**src/rtl/pipelined_slice_adder.sv**
```systemverilog
// -----------------------------------------------------------------------------
// pipelined_slice_adder
//
// Pipelined add/subtract unit. A WIDTH-bit operation is split into SLICE-bit
// ripple slices; stage k resolves slice k and registers its carry for stage
// k+1. The last stage register is the output register.
//
// Parameters
//   WIDTH  operand/result width, an integer multiple of SLICE (WIDTH >= SLICE)
//   SLICE  bits resolved per pipeline stage; STAGES = WIDTH/SLICE
//
// Ports
//   clk        clock, all state on the rising edge
//   rst_n      asynchronous active-low reset
//   in_valid   operand beat present
//   in_ready   unit can accept a beat this cycle
//   a, b       operands (unsigned or two's complement)
//   cin        carry-in (add) / borrow-in (sub)
//   sub        0: a+b+cin, 1: a-b-cin
//   out_valid  result beat present
//   out_ready  downstream accepts the result
//   sum        result modulo 2^WIDTH
//   cout       carry-out (add) / not-borrow (sub)
//   ovf        signed two's-complement overflow
//
// Handshake: a beat moves across an interface on a rising edge where both
// valid and ready are high. Valid never depends on ready. Flow control is a
// global stall: every stage (valid bits included) loads only when
// advance = !out_valid || out_ready, and in_ready is that same signal, so a
// held result freezes the whole pipe, bubbles included.
// -----------------------------------------------------------------------------
module pipelined_slice_adder #(
  parameter int WIDTH = 32,
  parameter int SLICE = 8
) (
  input  logic             clk,
  input  logic             rst_n,
  input  logic             in_valid,
  output logic             in_ready,
  input  logic [WIDTH-1:0] a,
  input  logic [WIDTH-1:0] b,
  input  logic             cin,
  input  logic             sub,
  output logic             out_valid,
  input  logic             out_ready,
  output logic [WIDTH-1:0] sum,
  output logic             cout,
  output logic             ovf
);

  localparam int STAGES = WIDTH / SLICE;
  localparam int LAST   = STAGES - 1;

  logic             advance;
  logic [WIDTH-1:0] b_eff;
  logic             c0;

  // Subtraction is a + ~b + ~cin; the mode is folded into the operands at
  // stage-0 capture and not carried further down the pipe.
  always_comb begin
    b_eff = sub ? ~b : b;
    c0    = sub ? ~cin : cin;
  end

  assign advance  = !out_valid || out_ready;
  assign in_ready = advance;

  genvar k;
  for (k = 0; k < STAGES; k++) begin : g_stage
    // Stage k still needs operand-B bits from slice k upward.
    localparam int BW = WIDTH - SLICE * k;

    logic             src_v;
    logic             src_c;
    logic             src_amsb;
    logic             src_bmsb;
    logic [WIDTH-1:0] src_acc;
    logic [BW-1:0]    src_b;
    logic [SLICE:0]   slice_sum;

    logic             valid_d, valid_q;
    logic             carry_d, carry_q;
    logic             amsb_d, amsb_q;
    logic             bmsb_d, bmsb_q;
    // acc holds finished result slices below and untouched operand-A slices
    // above the current slice; each stage overwrites its own slice.
    logic [WIDTH-1:0] acc_d, acc_q;

    if (k == 0) begin : g_src
      always_comb begin
        src_v    = in_valid;
        src_c    = c0;
        src_amsb = a[WIDTH-1];
        src_bmsb = b_eff[WIDTH-1];
        src_acc  = a;
        src_b    = b_eff;
      end
    end else begin : g_src
      always_comb begin
        src_v    = g_stage[k-1].valid_q;
        src_c    = g_stage[k-1].carry_q;
        src_amsb = g_stage[k-1].amsb_q;
        src_bmsb = g_stage[k-1].bmsb_q;
        src_acc  = g_stage[k-1].acc_q;
        src_b    = g_stage[k-1].g_brem.brem_q;
      end
    end

    always_comb begin
      slice_sum = {1'b0, src_acc[k*SLICE +: SLICE]}
                + {1'b0, src_b[SLICE-1:0]}
                + {{SLICE{1'b0}}, src_c};
      acc_d                    = src_acc;
      acc_d[k*SLICE +: SLICE]  = slice_sum[SLICE-1:0];
      carry_d                  = slice_sum[SLICE];
      valid_d                  = src_v;
      amsb_d                   = src_amsb;
      bmsb_d                   = src_bmsb;
    end

    always_ff @(posedge clk or negedge rst_n) begin
      if (!rst_n) begin
        valid_q <= 1'b0;
        carry_q <= 1'b0;
        amsb_q  <= 1'b0;
        bmsb_q  <= 1'b0;
        acc_q   <= '0;
      end else if (advance) begin
        valid_q <= valid_d;
        carry_q <= carry_d;
        amsb_q  <= amsb_d;
        bmsb_q  <= bmsb_d;
        acc_q   <= acc_d;
      end
    end

    // Unprocessed upper slices of B, passed on to the following stages.
    if (k < LAST) begin : g_brem
      logic [BW-SLICE-1:0] brem_d, brem_q;

      always_comb begin
        brem_d = src_b[BW-1:SLICE];
      end

      always_ff @(posedge clk or negedge rst_n) begin
        if (!rst_n) begin
          brem_q <= '0;
        end else if (advance) begin
          brem_q <= brem_d;
        end
      end
    end
  end

  assign out_valid = g_stage[LAST].valid_q;
  assign sum       = g_stage[LAST].acc_q;
  assign cout      = g_stage[LAST].carry_q;
  // Overflow: operands agree in sign but the result does not. Reset values
  // (all zero) keep this at 0.
  assign ovf       = (g_stage[LAST].amsb_q == g_stage[LAST].bmsb_q) &&
                     (g_stage[LAST].acc_q[WIDTH-1] != g_stage[LAST].amsb_q);

endmodule
```
**config.mk**
```make
export PLATFORM = sky130hd
export DESIGN_NAME = pipelined_slice_adder
export DESIGN_NICKNAME = d
export VERILOG_FILES = /design/src/rtl/pipelined_slice_adder.sv
export SDC_FILE = /design/constraint.sdc
export NUM_CORES = 1
export LEC_CHECK = 0
export CAP_MARGIN = 10
export CORE_ASPECT_RATIO = 0.5
export CORE_MARGIN = 2
export CORE_UTILIZATION = 40
export DETAILED_ROUTE_END_ITERATION = 12
export GPL_ROUTABILITY_DRIVEN = 0
export GPL_TIMING_DRIVEN = 0
export HOLD_SLACK_MARGIN = 0.02
export PLACE_DENSITY = 0.6
export SYNTH_ARGS = -nofsm -noshare
export SYNTH_HDL_FRONTEND = slang
export SYNTH_SLANG_ARGS = --single-unit
```
**constraint.sdc**
```tcl
create_clock -name clk -period 3.04 [get_ports clk]
set_input_delay 0.304 -clock clk [delete_from_list [all_inputs] [get_ports clk]]
set_output_delay 0.304 -clock clk [all_outputs]
set_load 0.01 [all_outputs]
```
==> metrics.txt <==
synthesized flop and latch total=about 190; Avg WL per Cell=approximately 16 um; slowest stage delay, CP=around 0.59 ns; later-pin clock latency in the skew report=0.44 ns; post-synthesis cell area=8688 um2; Arrival @ worst endpoint=2.35 ns; min-delay src=sub; area leader, netlist=dfrtp_1; via-per-instance ratio=around 4.9; top post-synthesis cells by count=nand2_1, dfrtp_1, o21ai_0; dpl ws=about 0.43 ns; GR Overflow Total=0; Unique masters post-synth=39; most common cell in the netlist=nand2_1; Power Density=between 1000 and 1500 nW/um2; die area=around 23000 um2; # IOs=approximately 110; Slew Limit Headroom=between 50% and 60%; max-slew violations=0; outcome=complete, no violations; part of the cycle the worst path needs=a little under 90%; layout cells sized above 1=under 10%; count of final setup violators=0; detailed-placement wirelength estimate=about 17000 um; minimum clock period=around 2.7 ns; Area contributors post-synth=dfrtp_1, nand2_1, ha_1; H-tree Lvls=4; worst hold path class=in2reg; Nets=approximately 1200; CORE AREA=about 21000 um2; clock skew=0.009007 ns; CP cell instances=nor2b_4 -> buf_6 -> inv_1 -> buf_4 -> buf_2 -> clkdlybuf4s50_1; placed inst area=roughly 10000 um2; Mapped Cells=about 940; Ys Warns=0; fin worst setup slack=0.3862 ns; initial core utilization=around two fifths; TritonCTS clock tree=yes; design area=between 10000 and 15000 um2; vias=6822; Die X=between 200 and 250 um; Max clock buf depth=2; worst vdd ir=0.4378 mV; type of destination of the critical path=output port; antenna cells=0; CP Class=reg2out; crit path max fanout=10; Worst path slowest cell=clkdlybuf4s50_1; clk slew on worst S/H paths=about 0.07 ns; Post-Synthesis Net Count=1047; Residual DRC=0; starting DRC count in detailed routing=between 400 and 500; max_cap viols=0; top_reg_cell synth=dfrtp_1; Post-CTS Setup Inserts=0; gr usage total=around a fifth; critical path launch point=out_valid$_DFFE_PN0P_; clk root buf=clkbuf_16; area share of the largest cell type after synthesis=between 50% and 60%; Startpoint Class=flop; Syn Area/Cell=approximately 9 um2; Port Buffers=104; r2r startpoint=g_stage[0].carry_q$_DFFE_PN0P_; Leak=between 0.005 and 0.006 uW; Hold Violations, Final=0; Num CTS Buffers=17; first-pass GRT wire length=36150 um; Resized Gates After CTS=0; Routed Antenna Nets=0; Post-synth EDFFs=0; DRT Pass-1 Iters=5; Seq/Total Area, Yosys=~54%; Area growth, synth to finish=24.25%; Req. time, crit path=around 2.7 ns; die height=between 100 and 150 um; Final Routed Wirelength=22670 um; asr flop ratio synth=between 90% and 100%; vias in the first global route=6775; clk sinks=~190; Worst Tran Pin Value=~0.66 ns; pin count of the biggest net entering global routing=between 100 and 150; Max Clk Rate=around 380 MHz; FP Rows=38; RSZ-0062 raised after global routing=no; initial antenna violation count=0
==> path summary, 6_finish.rpt <==
| path | endpoint | slack, ns | cells past startpoint |
|---|---|---|---|
| min in group asynchronous | g_stage[0].acc_q[15]$_DFFE_PN0P_ | 0.45 | 2 |
| max in group asynchronous | g_stage[0].acc_q[26]$_DFFE_PN0P_ | 1.63 | 3 |
| worst max-delay path | in_ready | 0.39 | 6 |
| worst max register to register | g_stage[1].carry_q$_DFFE_PN0P_ | 0.62 | 6 |
| worst min-delay path | g_stage[0].g_brem.brem_q[12]$_DFFE_PN0P_ | 0.26 | 3 |
| worst min register to register | sum[7]$_DFFE_PN0P_ | 0.47 | 2 |
==> critical path: cells and delay by family (launching register included) <==
kind / cells / cell delay (ns)
AND/OR/NAND/NOR: 1 / 0.13
buffers and inverters: 5 / 1.39
flip-flops: 1 / 0.39
==> final cells by class <==
cell class,count,area [um2]
Fill cell,2078,10700
Clock buffer,17,425.4
Multi-Input combinational cell,698,3746
Tap cell,300,375.4
Clock inverter,15,222.7
Timing Repair Buffer,106,1084
Inverter,9,33.78
Buffer,48,254.0
Sequential cell,186,4654
==> cells by family (layout without fill, tap and decap cells) <==
kind of cell | after synthesis | after routing | share of synthesized area [%]
buffers and inverters | 57 | 195 | 3.312
adder cells (fa/ha/maj) | 36 | 36 | 5.876
AND/OR/NAND/NOR | 496 | 496 | 23.44
multiplexers | 6 | 6 | 0.6913
AO/OA/AOI/OAI | 123 | 123 | 9.375
XOR/XNOR | 37 | 37 | 3.730
flip-flops | 186 | 186 | 53.57
==> layer usage <==
metal | vias to the layer above | wire length [um] | global-route usage, % | share of wire, %
met3 | 16 | 1070 | 4.967 | 4.7
met1 | 3326 | 11420 | 29.67 | 50
met4 | 0 | 226 | 4.396 | 1.0
met5 | - | 0 | 0 | 0
li1 | 3339 | - | - | -
met2 | 141 | 9954 | 32.26 | 44
==> per-stage QoR <==
step                      power (uW)  instances  hold WS (ns)   TNS, ns  util [%]
after floorplan                 7110        941      0.008409         0         -
after global placement          8767       1345        0.4430  -1136.29     47.02
after detailed placement        8906       1346        0.3424         0     47.17
after CTS                      11380       1379        0.2540         0     50.23
after global routing           12200       1379        0.2687         0     50.23
final                          11340       1379        0.2644         0     50.23
==> what timing repair did <==
item / CTS / global route
endpoints found under the hold margin: 84 / 0
setup endpoints to repair: 0 / 0
hold buffers: 1 / 0
==> placed cells by master (no fill, tap or decap), types with 5 or more instances in the layout <==
master	synthesis	layout
nand3_1	6	6
bufinv_16	0	5
a21oi_1	9	9
nor3b_1	20	20
clkbuf_16	0	17
or3_1	6	6
ha_1	28	28
inv_1	9	9
o21a_1	8	8
nand2_1	429	429
xnor2_1	26	26
o31a_1	6	6
xor2_1	11	11
clkbuf_1	6	6
clkdlybuf4s50_1	0	103
a21o_1	8	8
o21ai_0	49	49
nor3_1	9	9
o21bai_1	6	6
mux2i_1	6	6
nand2b_1	5	5
a211oi_1	15	15
o31ai_1	8	8
nor2_1	9	9
fa_1	8	8
buf_2	38	38
dfrtp_1	186	186
==> report_power, final <==
group	switching [uW]	leakage (uW)	internal, uW
Sequential	729	0.00224	3590
Clock	978	0.000310	1460
Combinational	2560	0.00264	2030
==> flip-flops by register name, summed over array words and instances, names as in the netlist <==
signal and flops:
g_stage.acc_q 93, g_stage.g_brem.brem_q 45, sum 32, g_stage.amsb_q 4, g_stage.bmsb_q 4, g_stage.carry_q 3
g_stage.valid_q 3, cout 1, out_valid 1
Power figures use the tool's default switching activity.
